## src/rtl/ahb_bus_arbiter.sv

```systemverilog
// rtl/ahb_bus_arbiter.sv - round-robin, burst-aware AHB bus arbiter for the shared memory slave
//
// Ports:
//   HCLK       in   AHB clock
//   HRESETn    in   asynchronous active-low reset
//   HBUSREQ    in   per-master bus request
//   HLOCK      in   per-master locked-transfer request
//   HTRANS     in   transfer type of the owning master (post-mux)
//   HBURST     in   burst type of the owning master (post-mux)
//   HREADY     in   slave ready, high completes the current data phase
//   HGRANT     out  one-hot grant (registered)
//   HMASTER    out  index of the address-phase owner (registered)
//   HMASTLOCK  out  current address phase is locked (registered)
//
// Optional feature macro: AHB_ARB_LOCK_EN
//   defined   - a granted master holding HLOCK keeps the bus at arbitration points
//   undefined - HLOCK ignored, HMASTLOCK tied low

module ahb_bus_arbiter #(
    parameter int NUM_MASTERS = 4,
    parameter int DEF_MASTER  = 0,
    parameter int MW          = $clog2(NUM_MASTERS)
) (
    input  logic                   HCLK,
    input  logic                   HRESETn,
    input  logic [NUM_MASTERS-1:0] HBUSREQ,
    input  logic [NUM_MASTERS-1:0] HLOCK,
    input  logic [1:0]             HTRANS,
    input  logic [2:0]             HBURST,
    input  logic                   HREADY,
    output logic [NUM_MASTERS-1:0] HGRANT,
    output logic [MW-1:0]          HMASTER,
    output logic                   HMASTLOCK
);

    localparam logic [1:0] TR_IDLE   = 2'b00;
    localparam logic [1:0] TR_NONSEQ = 2'b10;
    localparam logic [1:0] TR_SEQ    = 2'b11;

    localparam logic [NUM_MASTERS-1:0] DEF_GRANT = NUM_MASTERS'(1) << DEF_MASTER;

    typedef enum logic {S_IDLE, S_BURST} state_t;

    state_t                 state, state_nxt;
    logic [3:0]             cnt, cnt_nxt;
    logic [3:0]             burst_len;
    logic                   burst_start, burst_end, arb_pt;
    logic [MW-1:0]          ptr, ptr_nxt;
    logic [MW-1:0]          owner_idx, rr_idx, cand;
    logic                   rr_found;
    logic                   hold;
    logic                   lock_nxt;
    logic [NUM_MASTERS-1:0] grant_nxt;

    // State register
    always_ff @(posedge HCLK or negedge HRESETn) begin
        if (!HRESETn) begin
            state     <= S_IDLE;
            cnt       <= '0;
            ptr       <= MW'(DEF_MASTER);
            HGRANT    <= DEF_GRANT;
            HMASTER   <= MW'(DEF_MASTER);
            HMASTLOCK <= 1'b0;
        end else begin
            state  <= state_nxt;
            cnt    <= cnt_nxt;
            ptr    <= ptr_nxt;
            HGRANT <= grant_nxt;
            // Address-phase ownership only advances when the bus moves on.
            if (HREADY) begin
                HMASTER   <= owner_idx;
                HMASTLOCK <= lock_nxt;
            end
        end
    end

    // Next-state logic: burst tracking. cnt holds the number of SEQ beats
    // still expected; the burst ends on the beat that would take it to zero.
    always_comb begin
        burst_len = 4'd0;
        case (HBURST)
            3'b010, 3'b011: burst_len = 4'd3;
            3'b100, 3'b101: burst_len = 4'd7;
            3'b110, 3'b111: burst_len = 4'd15;
            default:        burst_len = 4'd0;
        endcase

        state_nxt   = state;
        cnt_nxt     = cnt;
        burst_start = 1'b0;
        burst_end   = 1'b0;
        if (HREADY) begin
            case (state)
                S_IDLE: begin
                    if (HTRANS == TR_NONSEQ && burst_len != 4'd0) begin
                        state_nxt   = S_BURST;
                        cnt_nxt     = burst_len;
                        burst_start = 1'b1;
                    end
                end
                S_BURST: begin
                    if (HTRANS == TR_IDLE) begin
                        state_nxt = S_IDLE;
                        cnt_nxt   = 4'd0;
                        burst_end = 1'b1;
                    end else if (HTRANS == TR_SEQ) begin
                        if (cnt <= 4'd1) begin
                            state_nxt = S_IDLE;
                            cnt_nxt   = 4'd0;
                            burst_end = 1'b1;
                        end else begin
                            cnt_nxt = cnt - 4'd1;
                        end
                    end
                    // BUSY and a stray NONSEQ leave the count untouched.
                end
                default: begin
                    state_nxt = S_IDLE;
                    cnt_nxt   = 4'd0;
                end
            endcase
        end

        // The NONSEQ that opens a fixed burst belongs to the current owner,
        // so it must not hand the bus away.
        arb_pt = HREADY && ((state == S_IDLE && !burst_start) || burst_end);
    end

    // Output logic: round-robin selection and grant update
    always_comb begin
        owner_idx = '0;
        for (int i = 0; i < NUM_MASTERS; i++) begin
            if (HGRANT[i]) owner_idx = MW'(i);
        end

        // Search starts just after the last winner, wrapping round to it last,
        // so a lone requesting owner keeps the bus.
        rr_found = 1'b0;
        rr_idx   = MW'(DEF_MASTER);
        cand     = '0;
        for (int i = 1; i <= NUM_MASTERS; i++) begin
            cand = MW'((int'(ptr) + i) % NUM_MASTERS);
            if (!rr_found && HBUSREQ[cand]) begin
                rr_found = 1'b1;
                rr_idx   = cand;
            end
        end

        hold     = 1'b0;
        lock_nxt = 1'b0;
`ifdef AHB_ARB_LOCK_EN
        hold     = HLOCK[owner_idx];
        lock_nxt = HLOCK[owner_idx];
`endif

        grant_nxt = HGRANT;
        ptr_nxt   = ptr;
        if (arb_pt && !hold) begin
            if (rr_found) begin
                grant_nxt         = '0;
                grant_nxt[rr_idx] = 1'b1;
                ptr_nxt           = rr_idx;
            end else begin
                grant_nxt = DEF_GRANT;
            end
        end
    end

`ifndef AHB_ARB_LOCK_EN
    logic unused_lock;
    assign unused_lock = ^HLOCK;
`endif

endmodule

```

## config.mk

```make
export PLATFORM = sky130hd
export DESIGN_NAME = ahb_bus_arbiter
export DESIGN_NICKNAME = d
export VERILOG_FILES = /design/src/rtl/ahb_bus_arbiter.sv
export SDC_FILE = /design/constraint.sdc
export NUM_CORES = 1
export LEC_CHECK = 0
export CAP_MARGIN = 20
export CELL_PAD_IN_SITES_DETAIL_PLACEMENT = 0
export CELL_PAD_IN_SITES_GLOBAL_PLACEMENT = 1
export CORE_MARGIN = 3
export CORE_UTILIZATION = 47
export DETAILED_ROUTE_END_ITERATION = 8
export DONT_BUFFER_PORTS = 1
export PLACE_DENSITY = 0.83
export SYNTH_ARGS = -nofsm -noshare
export SYNTH_HDL_FRONTEND = slang
export SYNTH_SLANG_ARGS = --single-unit
export TNS_END_PERCENT = 1
```

## constraint.sdc

```tcl
create_clock -name HCLK -period 4 [get_ports HCLK]
set_input_delay 0.6 -clock HCLK [delete_from_list [all_inputs] [get_ports HCLK]]
set_output_delay 0.6 -clock HCLK [all_outputs]
set_load 0.01 [all_outputs]
```

* Yosys cells after proc, flatten, opt, wreduce, memory -nomap -nowiden
Index checks and enable logic that the tools add are counted.
Word-level totals: flip-flop bits (word level) 13
Operators by class: add/sub/neg operators 5, order comparisons 7, eq/ne operators 10, muxes and demuxes 40, bitwise gates (word level) 1, reduce and logical (&&, ||, !) cells 19
Operators with widths (count):
- 2-to-1 mux 1 bit | 21
- 2-to-1 mux 4 bit | 5
- less-than comparator 2 x 3 -> 1 bit, second input constant | 5
- equality test 3 bit, second input constant | 4
- 2-to-1 mux 2 bit | 6
- one-hot mux 4 bit (3 select lines) | 1
- binary-select mux 1 bit (select 2 bit) | 4
- one-hot mux 4 bit (2 select lines) | 1
- logical AND 1 bit | 7
- equality test 3 x 2 -> 1 bit, second input constant | 2
- OR reduction 2 bit | 3
- adder 2 x 1 -> 2 bit, second input constant | 2
- adder 2 bit, second input constant | 2
- equality test 2 bit, second input constant | 2
- less-or-equal comparator 4 x 1 -> 1 bit, second input constant | 1
- zero test 1 bit | 4
- nonzero test 4 bit | 1
- subtractor 4 x 1 -> 4 bit, second input constant | 1
- inequality test 3 x 1 -> 1 bit, second input constant | 1
- AND reduction 3 bit | 1
- demux 1 bit (select 2 bit) | 1
- >= comparator 2 x 1 -> 1 bit, second input constant | 1
- zero test 2 bit | 1
- inequality test 2 bit, second input constant | 1
- 4 further kinds | 4

* Longest topological paths before layout
Gate-level depths: netlist of the first run.
word-level depth 18, gate-level depth with buffers 7, gate-level depth less buffers 7

* Worst setup path before layout of the first run
No wires, ideal clock.
kind input port to flip-flop, start input HBURST[1], end register ptr[0], library setup time 0.125 ns, arrival time 1.635 ns, required time 3.875 ns, path slack 2.240 ns, cell stages on the path 5, path through o21bai_4 > or3b_4 > and3_4 > nand2_1 > mux2_4
On the way: cells in the longest elaborated chain, start to end 13, elaborated cells on any way between the ends 20, those cells by class 6 x eq/ne; 4 x mux; 10 x reduce/logical
Ends and longest elaborated chain:
- start, declared | line 29 | input logic [2:0] HBURST,
- equality test 3 bit or equality test 3 x 2 -> 1 bit (tied branches) | line 81 | case (HBURST)
- OR reduction 2 bit | line 81
- one-hot mux 4 bit (3 select lines) * | line 81
- nonzero test 4 bit * | line 95 | if (HTRANS == TR_NONSEQ && burst_len != 4'd0) begin
- logical AND 1 bit * | line 95
- 2-to-1 mux 1 bit * | line 95
- 2-to-1 mux 1 bit * | line 93 | case (state)
- 2-to-1 mux 1 bit * | line 92 | if (HREADY) begin
- zero test 1 bit * | line 126 | arb_pt = HREADY && ((state == S_IDLE && !burst_start) || burst_end);
- logical AND 1 bit * | line 126
- logical OR 1 bit * | line 126
- logical AND 1 bit * | line 126
- AND reduction 2 bit (no source line) *
- end signal, assigned | line 60 | ptr <= MW'(DEF_MASTER);
- end signal, assigned | line 67 | ptr <= ptr_nxt;
- end, declared | line 48 | logic [MW-1:0] ptr, ptr_nxt;
Mark *: on every way between the ends. The rest lies on a longest branch, timed or not. A chain may end at the register's enable or synchronous reset.

* Worst setup path in the final report of the first run
start register cnt[0], end register ptr[0]
On the way: cells in the longest elaborated chain, start to end 9
Ends and longest elaborated chain:
- start, declared | line 45 | logic [3:0] cnt, cnt_nxt;
- start signal, assigned | line 66 | cnt <= cnt_nxt;
- less-or-equal comparator 4 x 1 -> 1 bit | line 107 | if (cnt <= 4'd1) begin
- 2-to-1 mux 1 bit | line 107
- 2-to-1 mux 1 bit | line 106 | end else if (HTRANS == TR_SEQ) begin
- 2-to-1 mux 1 bit | line 102 | if (HTRANS == TR_IDLE) begin
- 2-to-1 mux 1 bit | line 93
- 2-to-1 mux 1 bit | line 92
- logical OR 1 bit | line 126
- logical AND 1 bit | line 126
- AND reduction 2 bit (no source line)
Every way passes these cells.

==> run_results.csv, run 1 <==
group,metric,value,unit
outcome,status,"finished clean",
placement,hpwlAfterDp,1.154,mm
placement,gp_congestion,0.7683,
sta,setup_tns,0,ps
sta,setup_viol,0,
global_route,track_usage,0.1564,
detailed_routing,drt_iter0_drc,17,
cts,cts_tree,"done",
global_route,globalRoute.busiestLayer,"met1",
sta,slew_headroom,0.5573,
cts,cts.sinks,13,
die,dieWidth,47.57,um
logic_synthesis,ys_warn_count,0,
worst_hold_path,hp-class,"in -> async",
global_route,grt_use_met2,0.2086,
sta,final_max_slew_viol_count,0,
global_route,met3_usage,0.06015,
cts,htreeDepth,1,
cts,clkTransAtPathRegs,90,ps
pwr,power,519.4,uW
setup_path,crit_path_end_kind,"flip-flop",
logic_synthesis,yosys.area.top_type,"dfrtp_1",
global_route,grt_max_degree,11,
logic_synthesis,synth.distinct_cells,36,
global_route,antenna_found_initial,0,
pwr,p_leak,0.3789,nW
die,coreArea,1559,um^2
global_route,grt-ovfl-total,0,
sta,rsz0062_at_grt,"no",
logic_synthesis,syn_avg_cell_area,9.124,um^2
detailed_routing,wl_per_cell,14.50,um
setup_path,required,4170,ps
detailed_routing,dr.pass1.iters,4,
detailed_routing,routed_wl,1.580,mm
pwr,ir_drop,0.2620,mV
layout,drive_gt1_frac,0.1398,
cts,cts-root-buf,"clkbuf_4",
layout,syn2layout_area_growth,6.626,%
pwr,power_density,599.9,nW/um^2
sta,max_freq,0.5520,GHz
placement,dp.cells,103,
sta,worst_slew_pin_slew,658.5,ps
sta,fin_ws,2188,ps
sta,finalHoldViolCount,0,
layout,n_antenna_cell,0,
cts,clock_latency,280,ps
sta,period_share,0.4529,
logic_synthesis,synth-seq-cells,13,
die,die-area,2262,um^2
detailed_routing,drc,0,
job,maxCapViolations,0,
logic_synthesis,syn-cell-area,812.0,um^2
global_route,use_met1,0.2237,
layout,fillCellCount,144,
logic_synthesis,synth_top_cells_by_area,"dfrtp_1 (37%), a21oi_1 (5.5%), o21ai_0 (5.5%)",
die,io_pins,23,
setup_path,regToRegSetupSlack,2190,ps
global_route,grt_first_pass_wirelength,2.408,mm
cts,cts_buffers,3,
die,fp-row-count,14,
logic_synthesis,synth_cells,89,
sta,finalClockSkew,10.16,ps
logic_synthesis,ys_seq_area_frac,0.4022,
placement,post-place-ws,2181,ps
die,start_util,0.5209,
placement,io_buffers,0,
die,chipHeight,47.57,um
global_route,first_global_vias,561,
sta,final.min_clock_period,1812,ps
detailed_routing,vias_per_cell,5.954,
cts,clk_path_buf_depth,2,
placement,placed_area,819.5,um^2
setup_path,start_kind,"flip-flop",
layout,mostFrequentLayoutCells,"dfrtp_1 (12), nor2_1 (12), o21ai_0 (9), a21oi_1 (9), inv_1 (5)",
detailed_routing,ant_nets,0,
layout,final_cell_area,865.8,um^2
setup_path,crit_type,"reg -> reg",
logic_synthesis,synthesis.nets,107,
detailed_routing,vias,649,
layout,nNetsFinal,112,
setup_path,arrival,1990,ps
logic_synthesis,yosysTopAreaCellShare,0.3698,
layout,fin_cells,109,
setup_path,cp_max_fo,4,
==> synthesized netlist by cell type <==
| master | number |
|---|---|
| dfrtp_1 | 12 |
| nor2_1 | 12 |
| a21oi_1 | 9 |
| o21ai_0 | 9 |
| inv_1 | 5 |
| nand2_1 | 4 |
| nand2b_1 | 3 |
| a22o_1 | 2 |
| and3_4 | 2 |
| ha_1 | 2 |
| nor3_1 | 2 |
| o31ai_1 | 2 |
| or3_1 | 2 |
| a211oi_1 | 1 |
| a21bo_2 | 1 |
| a21o_1 | 1 |
| a221oi_1 | 1 |
| and2_2 | 1 |
| and2b_1 | 1 |
| and3_1 | 1 |
| buf_2 | 1 |
| buf_4 | 1 |
| conb_1 | 1 |
| dfstp_2 | 1 |
| mux2_4 | 1 |
| mux2i_1 | 1 |
| nand3_1 | 1 |
| nor2b_1 | 1 |
| nor3b_1 | 1 |
| o21a_1 | 1 |
| o21bai_4 | 1 |
| o22a_2 | 1 |
| o41ai_1 | 1 |
| o41ai_2 | 1 |
| or3b_4 | 1 |
| or4_1 | 1 |
==> worst paths after layout <==
check	endpoint	startpoint	depth (start not counted)
worst min register to register	cnt[1]	cnt[1]	2
min in group HCLK	HMASTER[1]	HREADY	1
worst max-delay path	ptr[0]	cnt[0]	7
worst min-delay path	HGRANT[0]	HRESETn	0
worst max register to register	ptr[0]	cnt[0]	7
max in group asynchronous	cnt[2]	HRESETn	1
==> metal layers <==
layer  share of wire  up-vias
met5               0        -
met4          0.0076        0
met3           0.069        2
met2            0.43       26
met1            0.50      292
li1                -      329
==> kinds of logic (layout without fill, tap and decap cells) <==
family,count (synthesis),count (layout),synth area share
multiplexers,2,2,0.03081
flip-flops,13,13,0.4022
adder cells (fa/ha/maj),2,2,0.03081
buffers and inverters,7,11,0.03852
AO/OA/AOI/OAI,31,31,0.2681
other,1,1,0.004618
AND/OR/NAND/NOR,33,33,0.2250
==> critical path: stages, from the launching register on <==
cell     delay, ps
dfrtp_1        410
inv_1           90
ha_1           190
nor2_1          90
o41ai_2        250
and3_4         250
nand2_1        110
mux2_4         310
==> stage by stage <==
stage	utilization	hold WS [ps]
detailed placement	0.5257	304.7
finish	0.5554	161.5
global route	0.5554	139.5
CTS	0.5490	3.100
floorplan	-	304.4
global placement	0.5257	304.7
==> cell type report <==
type                       instances  area, um^2  area share
multi-input combinational         69       454.2      0.5246
sequential                        13       326.6      0.3772
clock buffer                       4       26.28     0.03035
timing repair buffer               2       20.02     0.02312
tap                               16       20.02     0.02312
inverter                           5       18.77     0.02168
==> power by group <==
group / total (mW) / leakage, nW / internal [mW] / switching [mW]
combinational: 0.174 / 0.207 / 0.0888 / 0.0854
sequential: 0.262 / 0.157 / 0.191 / 0.0714
clock: 0.0833 / 0.0150 / 0.0387 / 0.0446
total: 0.519 / 0.379 / 0.318 / 0.201
==> sequential cells by signal (all words and copies together), names as in the netlist <==
name	count
HGRANT	4
HMASTER	2
cnt	4
ptr	2
state	1
==> what timing repair did <==
item,4_1_cts,5_1_grt
hold buffers,1,1
buffers inserted,0,0
resized for setup,0,0
endpoints found under the hold margin,6,6
Note: power is estimated with default switching activity, not from simulation.
==> run 2: changes to the inputs <==
--- a/config.mk
+++ b/config.mk
@@ -5,14 +5,15 @@
 export SDC_FILE = /design/constraint.sdc
 export NUM_CORES = 1
 export LEC_CHECK = 0
+export ABC_AREA = 1
 export CAP_MARGIN = 20
 export CELL_PAD_IN_SITES_DETAIL_PLACEMENT = 0
 export CELL_PAD_IN_SITES_GLOBAL_PLACEMENT = 1
 export CORE_MARGIN = 3
-export CORE_UTILIZATION = 47
+export CORE_UTILIZATION = 39
 export DETAILED_ROUTE_END_ITERATION = 8
 export DONT_BUFFER_PORTS = 1
-export PLACE_DENSITY = 0.83
+export PLACE_DENSITY = 0.77
 export SYNTH_ARGS = -nofsm -noshare
 export SYNTH_HDL_FRONTEND = slang
 export SYNTH_SLANG_ARGS = --single-unit
==> constraint.sdc (replaced) <==
create_clock -name HCLK -period 1.6 [get_ports HCLK]
set_input_delay 0.24 -clock HCLK [delete_from_list [all_inputs] [get_ports HCLK]]
set_output_delay 0.24 -clock HCLK [all_outputs]
set_load 0.01 [all_outputs]
==> run_results.csv, run 2 <==
group,metric,value,unit
outcome,status,"finished clean",
logic_synthesis,async_flop_share,1.000,
placement,dp.cells,174,
placement,post-place-ws,-0.7385,ps
sta,period_share,0.9631,
setup_path,arrival,1700,ps
sta,setup_viol,0,
die,die-area,3296,um^2
sta,setup_tns,0,ps
logic_synthesis,synth_edf_count,0,
detailed_routing,drc,0,
pwr,power_density,2056,nW/um^2
worst_hold_path,whs_path_depth,2,
layout,n_antenna_cell,0,
pwr,p_leak,0.5807,nW
sta,worst_slew_pin_slew,586.0,ps
setup_path,rr_startpoint,"ptr[0]",
layout,multiInputGateArea,610.6,um^2
cts,cts.sinks,13,
sta,finalHoldViolCount,0,
setup_path,cp_top_family,"simple AND/OR/NAND/NOR gates",
sta,max_freq,0.6489,GHz
job,maxCapViolations,0,
setup_path,path_cells,"buf_12 -> inv_8 -> nand2_2 -> nand2_2 -> nand2_4 -> nand2_4 -> nor2_1 -> nor2_1 -> nand2_2 -> nand2_2 -> nor2_4 -> nand2_1 -> nand2_1",
setup_path,cpMostUsedCell,"nand2_2",
global_route,track_usage,0.1312,
placement,placed_area,1069,um^2
layout,syn2layout_area_growth,11.17,%
global_route,grt_first_pass_wirelength,3.443,mm
detailed_routing,drt_iter0_drc,37,
detailed_routing,vias_per_cell,4.890,
logic_synthesis,synth-seq-cells,13,
die,chipHeight,57.42,um
detailed_routing,vias,885,
logic_synthesis,syn_avg_cell_area,7.210,um^2
placement,gp_congestion,0.7384,
layout,mostFrequentLayoutCells,"nand2_1 (39), nand2_2 (14), dfrtp_1 (11), inv_1 (11), o21ai_0 (9)",
global_route,first_global_vias,870,
cts,clkTransAtPathRegs,80,ps
die,start_util,0.4124,
detailed_routing,ant_nets,0,
logic_synthesis,netlist_top_cells_count,"nand2_1 (40), inv_1 (15), nand2_2 (13)",
layout,drive_gt1_frac,0.3113,
worst_hold_path,hp-class,"in -> reg",
logic_synthesis,yosys.area.top_type,"dfrtp_1",
sta,final_max_slew_viol_count,0,
cts,clock_latency,270,ps
die,io_pins,23,
layout,final-seq-area,327.8,um^2
cts,htreeDepth,1,
die,coreArea,2500,um^2
cts,cts_buffers,3,
layout,utilization,0.4585,
sta,fin_hold_ws,138.2,ps
layout,final_common_cell,"nand2_1",
logic_synthesis,synth_cells,143,
setup_path,crit_buf_inv,2,
logic_synthesis,ys_seq_area_frac,0.3167,
setup_path,path_depth,13,
global_route,grt_max_degree,14,
die,fp-row-count,18,
detailed_routing,dr.pass1.iters,4,
setup_path,max_stage_delay,430,ps
logic_synthesis,synthesis.nets,161,
detailed_routing,wl_per_cell,11.27,um
setup_path,cp_slowest_cell,"dfrtp_2",
cts,cts-root-buf,"clkbuf_4",
setup_path,crit_type,"reg -> reg",
setup_path,critPathLaunch,"ptr[0]",
pwr,power,2.356,mW
setup_path,rr_worst_depth,13,
sta,finalClockSkew,4.202,ps
sta,final.min_clock_period,1541,ps
layout,fillCellCount,256,
setup_path,r2r-end,"HGRANT[1]",
logic_synthesis,syn-cell-area,1031,um^2
sta,rsz0062_at_grt,"yes",
logic_synthesis,yosysTopAreaCellShare,0.2913,
setup_path,regToRegSetupSlack,60,ps
sta,slew_headroom,0.6080,
logic_synthesis,synth.distinct_cells,26,
logic_synthesis,synth_top_cells_by_area,"dfrtp_1 (29%), nand2_1 (15%), nand2_2 (7.9%)",
logic_synthesis,ys.flop_type,"dfrtp_1",
layout,largestRegisters,"HGRANT (4), cnt (4)",
sta,fin_ws,59.01,ps
global_route,grt-ovfl-total,0,
cts,cts_tree,"done",
layout,final_cell_area,1146,um^2
pwr,ir_drop,0.9450,mV
setup_path,cp_max_fo,9,
setup_path,required,1760,ps
setup_path,crit_end,"HGRANT[1]",
die,dieWidth,57.42,um
logic_synthesis,ys_warn_count,0,
layout,nNetsFinal,170,
detailed_routing,routed_wl,2.040,mm
placement,io_buffers,0,
layout,fin_cells,181,
logic_synthesis,synthMostInstantiatedCell,"nand2_1",
cts,clk_path_buf_depth,2,
setup_path,crit_path_end_kind,"flip-flop",
global_route,antenna_found_initial,0,
placement,hpwlAfterDp,1.636,mm
setup_path,start_kind,"flip-flop",
## run 2: cell count changes after synthesis, moves of 3 or more
| cell | delta |
|---|---|
| a21oi_1 | -5 |
| inv_1 | +10 |
| inv_2 | +3 |
| nand2_1 | +36 |
| nand2_2 | +13 |
| nand2_4 | +6 |
| nand2b_1 | -3 |
| nand3_1 | +7 |
| nand4_1 | +4 |
| nor2_1 | -4 |
| o21ai_1 | +4 |
## run 2: kinds of logic (layout without fill, tap and decap cells)
| family | Yosys count | after routing | share of synthesized area |
|---|---|---|---|
| xor gates and xnor gates | 2 | 2 | 0.01699 |
| adders and majority gates | 2 | 2 | 0.02427 |
| buffers and inverters | 22 | 30 | 0.1056 |
| and+or+nand+nor | 83 | 83 | 0.4199 |
| other | 1 | 1 | 0.003637 |
| DFF | 13 | 13 | 0.3168 |
| AOI/OAI and AO/OA | 20 | 20 | 0.1129 |
## run 2: final cells by class
type	instances	share of cell area
sequential	13	0.2860
tap	30	0.03275
clock buffer	4	0.02293
inverter	19	0.06878
multi-input combinational	108	0.5328
timing repair buffer	7	0.05677
## run 2: report_power, final
| group | internal, mW | switching (mW) |
|---|---|---|
| clock network | 0.0963 | 0.101 |
| registers | 0.478 | 0.146 |
| logic | 0.591 | 0.945 |
| total | 1.16 | 1.19 |
## run 2: timing repair
action | in CTS | in global routing
resized for setup | 1 | 8
endpoints found under the hold margin | 13 | 0
setup endpoints to repair | 2 | 9
buffers inserted | 0 | 2
pin swaps | 0 | 6
hold buffers | 1 | 0
## run 2: worst reg2reg max path, cell delays in order (launching register included)
cell	delay, ps
dfrtp_2	430
buf_12	140
inv_8	80
nand2_2	50
nand2_2	90
nand2_4	70
nand2_4	80
nor2_1	40
nor2_1	120
nand2_2	70
nand2_2	110
nor2_4	60
nand2_1	60
nand2_1	40
## run 2: routing by layer
layer / wire (um) / global-route usage / share of wire
met3: 89 / 0.01131 / 0.044
met2: 1009 / 0.2371 / 0.49
met5: 0 / 0 / 0
met4: 21 / 0.06954 / 0.010
met1: 919 / 0.1510 / 0.45
## run 2: worst min path at each step
stage | from | to | slack, ps
after floorplan | HRESETn | HGRANT[1] | -60
after global placement | HRESETn | HMASTER[1] | -60
after detailed placement | HRESETn | HMASTER[1] | -60
after CTS | HREADY | HMASTER[0] | 130
after global routing | HBURST[2] | cnt[3] | 140
final | HREADY | HMASTER[0] | 140
